File: src/rtl/layer_pipe_sched.sv
// Image-level scheduler for the three-layer streaming datapath: layer start pulses, ping-pong buffer
// occupancy/bank tracking and result handshake. Define SCHED_STALL_CNT_EN to build the stall counters.
module layer_pipe_sched #(
    parameter int NUM_IMG = 10000,
    parameter int CNT_W   = 14
) (
    input  logic             clk_i,
    input  logic             rstn_i,
    input  logic             start_i,
    input  logic             img_valid_i,
    output logic             img_ready_o,
    output logic             l1_start_o,
    output logic             l2_start_o,
    output logic             l3_start_o,
    input  logic             l1_done_i,
    input  logic             l2_done_i,
    input  logic             l3_done_i,
    output logic             b1_wbank_o,
    output logic             b1_rbank_o,
    output logic             b2_wbank_o,
    output logic             b2_rbank_o,
    output logic             b3_wbank_o,
    output logic             b3_rbank_o,
    output logic             result_valid_o,
    input  logic             result_ready_i,
    output logic [CNT_W-1:0] img_cnt_o,
    output logic             busy_o,
    output logic             done_o,
    output logic             err_o,
    output logic [31:0]      stall1_o,
    output logic [31:0]      stall2_o,
    output logic [31:0]      stall3_o
);

    typedef enum logic [1:0] {
        ST_IDLE = 2'd0,
        ST_RUN  = 2'd1,
        ST_DONE = 2'd2
    } state_e;

    localparam logic [CNT_W-1:0] NUM_IMG_C  = CNT_W'(NUM_IMG);
    localparam logic [CNT_W-1:0] LAST_IMG_C = CNT_W'(NUM_IMG - 1);

    state_e           state_q, state_d;
    logic [2:0][1:0]  occ_q, occ_d;
    logic [2:0]       wptr_q, wptr_d;
    logic [2:0]       rptr_q, rptr_d;
    logic [2:0]       busy_q, busy_d;
    logic [2:0]       start_q, start_d;
    logic [CNT_W-1:0] issued_q, issued_d;
    logic [CNT_W-1:0] img_cnt_q, img_cnt_d;
    logic             err_q, err_d;

    logic       run;
    logic       run_start;
    logic       issue_left;
    logic       l1_ready;
    logic       pop;
    logic [2:0] done_in;
    logic [2:0] done_ok;
    logic [2:0] done_bad;
    logic [2:0] start_go;
    logic [2:0] produce;
    logic [2:0] consume;

    assign run        = (state_q == ST_RUN);
    assign run_start  = (state_q != ST_RUN) & start_i;
    assign issue_left = (issued_q < NUM_IMG_C);
    assign done_in    = {l3_done_i, l2_done_i, l1_done_i};
    assign done_ok    = {3{run}} & done_in & busy_q;
    assign done_bad   = {3{run}} & done_in & ~busy_q;
    assign pop        = run & (occ_q[2] != 2'd0) & result_ready_i;

    assign l1_ready    = run & ~busy_q[0] & issue_left & (occ_q[0] < 2'd2);
    assign start_go[0] = l1_ready & img_valid_i;
    assign start_go[1] = run & ~busy_q[1] & (occ_q[0] != 2'd0) & (occ_q[1] < 2'd2);
    assign start_go[2] = run & ~busy_q[2] & (occ_q[1] != 2'd0) & (occ_q[2] < 2'd2);

    // Layer k fills Bk; the next layer (or the result handshake for B3) drains it on completion,
    // so a slot stays counted for as long as its consumer is still reading it.
    assign produce = done_ok;
    assign consume = {pop, done_ok[2], done_ok[1]};

    // NOTE: every next-state variable gets its default first so no path leaves one unassigned (no latch).
    always_comb begin
        state_d   = state_q;
        occ_d     = occ_q;
        wptr_d    = wptr_q;
        rptr_d    = rptr_q;
        busy_d    = busy_q;
        start_d   = '0;
        issued_d  = issued_q;
        img_cnt_d = img_cnt_q;
        err_d     = err_q;
        unique case (state_q)
            ST_RUN: begin
                for (int k = 0; k < 3; k++) begin
                    occ_d[k] = occ_q[k] + 2'(produce[k]) - 2'(consume[k]);
                end
                wptr_d    = wptr_q ^ produce;
                rptr_d    = rptr_q ^ consume;
                busy_d    = start_go | (busy_q & ~done_ok);
                start_d   = start_go;
                issued_d  = issued_q + CNT_W'(start_go[0]);
                img_cnt_d = img_cnt_q + CNT_W'(pop);
                err_d     = err_q | (|done_bad);
                if (pop && (img_cnt_q == LAST_IMG_C)) begin
                    state_d = ST_DONE;
                end
            end
            default: begin
                if (start_i) begin
                    state_d   = ST_RUN;
                    occ_d     = '0;
                    wptr_d    = '0;
                    rptr_d    = '0;
                    busy_d    = '0;
                    issued_d  = '0;
                    img_cnt_d = '0;
                    err_d     = 1'b0;
                end
            end
        endcase
    end

    // NOTE: state registers use non-blocking assignments so every flop samples pre-edge values.
    always_ff @(posedge clk_i or negedge rstn_i) begin
        if (!rstn_i) begin
            state_q   <= ST_IDLE;
            occ_q     <= '0;
            wptr_q    <= '0;
            rptr_q    <= '0;
            busy_q    <= '0;
            start_q   <= '0;
            issued_q  <= '0;
            img_cnt_q <= '0;
            err_q     <= 1'b0;
        end else begin
            state_q   <= state_d;
            occ_q     <= occ_d;
            wptr_q    <= wptr_d;
            rptr_q    <= rptr_d;
            busy_q    <= busy_d;
            start_q   <= start_d;
            issued_q  <= issued_d;
            img_cnt_q <= img_cnt_d;
            err_q     <= err_d;
        end
    end

`ifdef SCHED_STALL_CNT_EN
    logic [2:0]       stall_cond;
    logic [2:0][31:0] stall_q, stall_d;

    // A stage stalls when it could run but its output buffer has no free bank.
    assign stall_cond[0] = run & ~busy_q[0] & img_valid_i & issue_left & (occ_q[0] == 2'd2);
    assign stall_cond[1] = run & ~busy_q[1] & (occ_q[0] != 2'd0) & (occ_q[1] == 2'd2);
    assign stall_cond[2] = run & ~busy_q[2] & (occ_q[1] != 2'd0) & (occ_q[2] == 2'd2);

    always_comb begin
        stall_d = stall_q;
        if (run_start) begin
            stall_d = '0;
        end else begin
            for (int k = 0; k < 3; k++) begin
                if (stall_cond[k] && (stall_q[k] != 32'hFFFF_FFFF)) begin
                    stall_d[k] = stall_q[k] + 32'd1;
                end
            end
        end
    end

    always_ff @(posedge clk_i or negedge rstn_i) begin
        if (!rstn_i) begin
            stall_q <= '0;
        end else begin
            stall_q <= stall_d;
        end
    end

    assign stall1_o = stall_q[0];
    assign stall2_o = stall_q[1];
    assign stall3_o = stall_q[2];
`else
    assign stall1_o = 32'd0;
    assign stall2_o = 32'd0;
    assign stall3_o = 32'd0;
`endif

    assign img_ready_o    = l1_ready;
    assign l1_start_o     = start_q[0];
    assign l2_start_o     = start_q[1];
    assign l3_start_o     = start_q[2];
    assign b1_wbank_o     = wptr_q[0];
    assign b1_rbank_o     = rptr_q[0];
    assign b2_wbank_o     = wptr_q[1];
    assign b2_rbank_o     = rptr_q[1];
    assign b3_wbank_o     = wptr_q[2];
    assign b3_rbank_o     = rptr_q[2];
    assign result_valid_o = (occ_q[2] != 2'd0);
    assign img_cnt_o      = img_cnt_q;
    assign busy_o         = run;
    assign done_o         = (state_q == ST_DONE);
    assign err_o          = err_q;

endmodule

File: config.mk
export PLATFORM = sky130hd
export DESIGN_NAME = layer_pipe_sched
export DESIGN_NICKNAME = d
export VERILOG_FILES = /design/src/rtl/layer_pipe_sched.sv
export SDC_FILE = /design/constraint.sdc
export NUM_CORES = 1
export LEC_CHECK = 0
export ABC_AREA = 0
export BUFFER_PORTS_ARGS = -buffer_cell sky130_fd_sc_hd__buf_2
export CORE_ASPECT_RATIO = 1.5
export CORE_MARGIN = 8
export CORE_UTILIZATION = 49
export CTS_CLUSTER_DIAMETER = 40
export CTS_CLUSTER_SIZE = 16
export DETAILED_ROUTE_END_ITERATION = 16
export GPL_ROUTABILITY_DRIVEN = 0
export PLACE_DENSITY = 0.9
export SLEW_MARGIN = 20
export SYNTH_ARGS = -nofsm -noshare
export SYNTH_HDL_FRONTEND = slang
export SYNTH_SLANG_ARGS = --single-unit
File: constraint.sdc
create_clock -name clk_i -period 3.96 [get_ports clk_i]
set_clock_uncertainty 0.2 [all_clocks]
set_input_delay 0.594 -clock clk_i [delete_from_list [all_inputs] [get_ports clk_i]]
set_output_delay 0.594 -clock clk_i [all_outputs]
set_load 0.02 [all_outputs]
# ---- Yosys cells after proc, flatten, opt, wreduce, memory -nomap -nowiden
# Cells that the tools add are included.
dict set report totals {
  register_bits 49
  word_cells 74
}
dict set report classes {
  addsub 8
  n_lt_le_gt_ge 4
  eq_ne 4
  muxes 15
  n_bitwise 25
  reduce_logical 7
}
# operator n
set op_table {}
lappend op_table {{2-to-1 mux 14 bit} 3}
lappend op_table {{adder 14 x 1 -> 14 bit} 2}
lappend op_table {{2-to-1 mux 3 bit} 5}
lappend op_table {{equality test 14 bit (second input constant)} 1}
lappend op_table {{< comparator 14 bit (second input constant)} 1}
lappend op_table {{AND 1 bit} 12}
lappend op_table {{AND 3 bit} 4}
lappend op_table {{2-to-1 mux 6 bit} 2}
lappend op_table {{nonzero test 2 bit} 4}
lappend op_table {{adder 2 x 1 -> 2 bit} 3}
lappend op_table {{< comparator 2 bit (second input constant)} 3}
lappend op_table {{2-to-1 mux 2 bit} 3}
lappend op_table {{inverter 3 bit} 2}
lappend op_table {{subtractor 2 x 1 -> 2 bit} 3}
lappend op_table {{XOR 3 bit} 2}
lappend op_table {{inverter 1 bit} 3}
lappend op_table {{bitwise OR 3 bit} 1}
lappend op_table {{OR reduction 3 bit} 1}
lappend op_table {{equality test 2 x 1 -> 1 bit (second input constant)} 1}
lappend op_table {{equality test 2 bit (second input constant)} 1}
lappend op_table {{2-to-1 mux 1 bit} 2}
lappend op_table {{inequality test 2 x 1 -> 1 bit (second input constant)} 1}
lappend op_table {{AND reduction 2 bit} 1}
lappend op_table {{logical AND 1 bit} 1}
lappend op_table {{bitwise OR 1 bit} 1}

# ---- Logic depth before layout (Yosys ltp)
dict set report depth {
  word_depth 7
  mapped_depth 12
}

# ---- Worst setup path after synthesis
# OpenSTA, ideal clock, no wires.
dict set report synth_path {
  kind {reg2reg}
  startpoint {register issued_q[7]}
  endpoint {register issued_q[12]}
  arrival_time_ps 2980
  required_ps 3690
  setup_slack_ps 710
  stages_incl_launch_ff 10
  period_less_slack_ps 3250
  path_cell_list {dfrtp_1 > or4_1 > a211o_1 > a2111oi_4 > and2_1 > ha_1 > ha_1 > nand3_1 > or4_1 > nand3_1}
}
dict set report synth_via {
  elab_chain_cells 6
}
# item line_no
set synth_rtl {}
lappend synth_rtl {{start: declaration} 50} ;# logic [CNT_W-1:0] issued_q, issued_d;
lappend synth_rtl {{start signal: assignment} 145} ;# issued_q <= issued_d;
lappend synth_rtl {{< comparator 14 bit} 68} ;# assign issue_left = (issued_q < NUM_IMG_C);
lappend synth_rtl {{AND 1 bit (2 in a row)} 74} ;# assign l1_ready = run & ~busy_q[0] & issue_left & (occ_q[0] < 2'd2);
lappend synth_rtl {{via img_ready_o} 11} ;# output logic img_ready_o,
lappend synth_rtl {{AND 1 bit} 75} ;# assign start_go[0] = l1_ready & img_valid_i;
lappend synth_rtl {{adder 14 x 1 -> 14 bit} 104} ;# issued_d = issued_q + CNT_W'(start_go[0]);
lappend synth_rtl {{2-to-1 mux 14 bit} 95} ;# unique case (state_q)
# The timed path passes the listed nets, and every way through them passes these cells.
# A chain may end at the register's enable or synchronous reset.

# ---- Worst setup path after layout
dict set report layout_path {
  startpoint {register issued_q[7]}
  endpoint {register issued_q[12]}
}
dict set report layout_via {
  elab_chain_cells 6
}
# item line_no
set layout_rtl {}
lappend layout_rtl {{< comparator 14 bit} 68}
lappend layout_rtl {{AND 1 bit (2 in a row)} 74}
lappend layout_rtl {{AND 1 bit} 75}
lappend layout_rtl {{adder 14 x 1 -> 14 bit *} 104}
lappend layout_rtl {{2-to-1 mux 14 bit *} 95}
# Every way passes the cells marked *; elsewhere a longest branch is shown, timed or not.

==> results.txt <==
Summed over all layers, the global routing overflow is 0. The number of different library cells in the post-synthesis netlist is 39. The total negative slack is 0 ns. In the final routed layout, each cell accounts on average for 14.94 um. In this run the tightest slew margin relative to its limit is 40.18%. In this run, post-CTS repair resized a total of 0 instances. The height of the die is 115.0 um.

In this run the core area contains 36 standard-cell rows. The starting density of the core is 50.10%. The kind of critical path is register to register.

The most critical setup path has its startpoint at issued_q[7]$_DFFE_PN0P_. A synthesized cell averages 9.001 um^2. The biggest cell delay along the critical path is 0.53 ns. Setup repair after global routing left no endpoint under its margin. The slowest stage of the critical path belongs to the cell sky130_fd_sc_hd__or4_1. The number of max-slew violations in the final report came out at 0. The overall routed net length came out at 6960 um. Measured on the finished design, the core utilization comes to 49.61%. The TritonCTS clock tree is built. The post-synth design cell area came out at 3204 um^2. The first-pass GRT wire length came out at 10860 um. The H-tree depth reported by CTS is 2. The number of buffers on the longest clock path is 2. The signal on the critical path passes through or4_1 > a211o_1 > a2111oi_4 > and2_1 > ha_1 > ha_1 > nand3_1 > or4_1 > nand3_1. The number of buffers inserted to repair setup after CTS is 0. The post-DP HPWL is 5236 um. The layout overhead on the synthesized area came out at -0.9763%. The die covers 9436 um^2. The worst setup path is captured at a register. The number of warning messages in the yosys log came out at 0.

The number of port buffers came out at 35. The tree is rooted in a sky130_fd_sc_hd__clkbuf_8. Data on the critical path arrives at its endpoint at 3.36 ns. The count of endpoints failing hold in the final timing report came out at 0. The required time at the endpoint of the critical path is 4.00 ns. The post-route clock period utilization is 83.91%. For this run, the total global-route usage over all layers was measured as 14.37%.

The total area inside the core boundary comes to 6396 um^2. The detailed-route via count is 2345. The number of buffers inserted by hold repair at cts came out at 0. The first-pass detailed-route iteration total is 4. The fraction of layout instances using a drive strength above 1 came out at 12.56%. The maximum net fanout on the critical path came out at 6. After the last flow step, the layout net total stands at 408. For the finished layout, the period the worst path requires is 3.323 ns. The number of vias per cell after detailed routing is 5.032.

The number of nets with antenna violations after routing came out at 0. The worst hold path belongs to the class primary input to async pin. The width of the die came out at 82.03 um. Setup violations remaining at the end of the flow were counted as 0. The highest clock frequency the design can meet is 300.9 MHz.

TritonCTS created 5 clock buffers. The number of synthesized register bits is 49. The post-layout total power came out at 1.763 mW.

The number of antenna cells inserted is 0. The count of mapped cells out of synthesis came out at 356. The TritonCTS sink count is 49. The standby leakage power came out at 1.753 nW.

The number of antenna violations at the first check in global routing was 0. Among all flip-flop cells after synthesis, the most frequent one is sky130_fd_sc_hd__dfrtp_1. The power density normalized to cell area came out at 555.5 nW/um^2. The tightest hold margin is 0.08420 ns.

The number of maximum-capacitance constraint violations came out at 0. The flow ran to the end, and the final reports show no timing, DRC or antenna violations. The synthesized design contains 0 enable-type register cells. Across the VDD grid, the largest voltage drop is 0.0003931 V. The violation count after the first detailed-route iteration is 215. Clock latency on the worst-skew pair, taken at its later pin, is 0.30 ns. The number of global-route vias before repair is 2297. The startpoint class of the critical path is a register. The share of the yosys chip area belonging to registers is 38.27%.

After clock tree synthesis, the clock-pin slew on the worst setup and hold paths is 0.09 ns. The total DRC errors in the routed layout is 0. The maximum number of pins on one net before global-route repair is 50.

For the pin with the worst max-slew slack, the measured transition is 0.8951 ns. The worst register-to-register path begins at issued_q[7]$_DFFE_PN0P_. The fraction of synthesis flops using an asynchronous set or reset pin came out at 100.0%. During I/O placement, the number of pins put on the boundary was 132.
[worst paths after layout]
check,slack (ns),endpoint,cells after the start
setup / recovery,0.64,issued_q[12]$_DFFE_PN0P_,9
hold / removal,0.08,issued_q[8]$_DFFE_PN0P_,1
setup reg to reg,0.64,issued_q[12]$_DFFE_PN0P_,9
hold reg to reg,0.29,wptr_q[0]$_DFFE_PN0P_,1
max in group asynchronous,3.04,img_cnt_o[3]$_DFFE_PN0P_,1
min in group clk_i,0.29,wptr_q[0]$_DFFE_PN0P_,1
[flip-flops by register name (all words and copies together), names as in the netlist]
name       cells
occ_q          6
wptr_q         3
rptr_q         3
busy_q         3
state_q        2
img_cnt_o     14
err_o          1
issued_q      14
start_q        3
[synth_stat cells (5+ instances only)]
master	n	area, um^2
sky130_fd_sc_hd__ha_1	11	137.6
sky130_fd_sc_hd__inv_1	12	45.04
sky130_fd_sc_hd__nand2_1	42	157.7
sky130_fd_sc_hd__and2_1	5	31.28
sky130_fd_sc_hd__and3_1	6	37.54
sky130_fd_sc_hd__o21ai_0	25	125.1
sky130_fd_sc_hd__nor2_1	8	30.03
sky130_fd_sc_hd__buf_4	96	720.7
sky130_fd_sc_hd__nand4_1	7	43.79
sky130_fd_sc_hd__nand3b_1	7	52.55
sky130_fd_sc_hd__dfrtp_1	49	1226
sky130_fd_sc_hd__a31oi_1	5	31.28
sky130_fd_sc_hd__o211ai_1	5	37.54
sky130_fd_sc_hd__clkbuf_1	9	33.78
sky130_fd_sc_hd__mux2i_1	10	100.1
sky130_fd_sc_hd__nand3_1	24	120.1
[stage by stage]
| step | instance area, um^2 | cells | setup slack [ns] |
|---|---|---|---|
| final | 3173 | 466 | 0.6370 |
| after global routing | 3173 | 466 | 0.4363 |
| after CTS | 3171 | 466 | 0.6636 |
| after detailed placement | 3088 | 458 | 0.6808 |
| after global placement | 3088 | 458 | 0.7929 |
| after floorplan | 3561 | 451 | 0.7098 |
[cells in the final DEF (no fill, tap or decap), drive strengths merged, types with 4 or more instances in the layout]
cell    count
nand3      24
nand3b      7
inv        12
buf        37
nand4       7
nor2        8
mux2i      10
conb       96
and3        7
o211ai      5
clkbuf      6
o31ai       4
ha         11
and2        5
a31oi       5
dfrtp      49
o21ai      25
nand2      42
[cell type report]
cell class / count / area, um^2
inverters: 12 / 45.04
clock buffers: 6 / 72.57
well taps: 76 / 95.09
fillers: 614 / 3223
repair buffers: 37 / 192.7
flip-flops and latches: 49 / 1226
multi-input cells: 284 / 1531
clock inverters: 2 / 10.01
[critical path: cells and delay by family (launching register included)]
family                     cells  cell delay (ns)
AOI/OAI and AO/OA              2             0.74
DFF                            1             0.42
and+or+nand+nor                5             1.33
adders and majority gates      2             0.57
[per-layer routing]
layer	vias to the layer above	share of wire [%]	wire [um]	global-route usage [%]
met5	-	0	0	0
met4	0	1.5	101	5.529
met3	10	9.7	672	3.208
met2	112	51	3518	24.05
met1	1122	38	2668	17.23
li1	1101	-	-	-
[logic make-up after synthesis]
logic type	Yosys count	share of synthesized area [%]
buffers and inverters	118	25.07
AND/OR/NAND/NOR	114	18.00
AO/OA/AOI/OAI	50	10.31
flip-flops	49	38.27
adder cells (fa/ha/maj)	11	4.295
multiplexers	10	3.124
XOR/XNOR	3	0.8201
other	1	0.1170
[power by group]
group	leakage (nW)	total [mW]	internal (mW)	switching, mW
Sequential	0.626	0.791	0.645	0.145
Combinational	1.08	0.683	0.239	0.445
Clock	0.0450	0.289	0.123	0.166
Total	1.75	1.76	1.01	0.756
(Power assumes the default switching activity.)
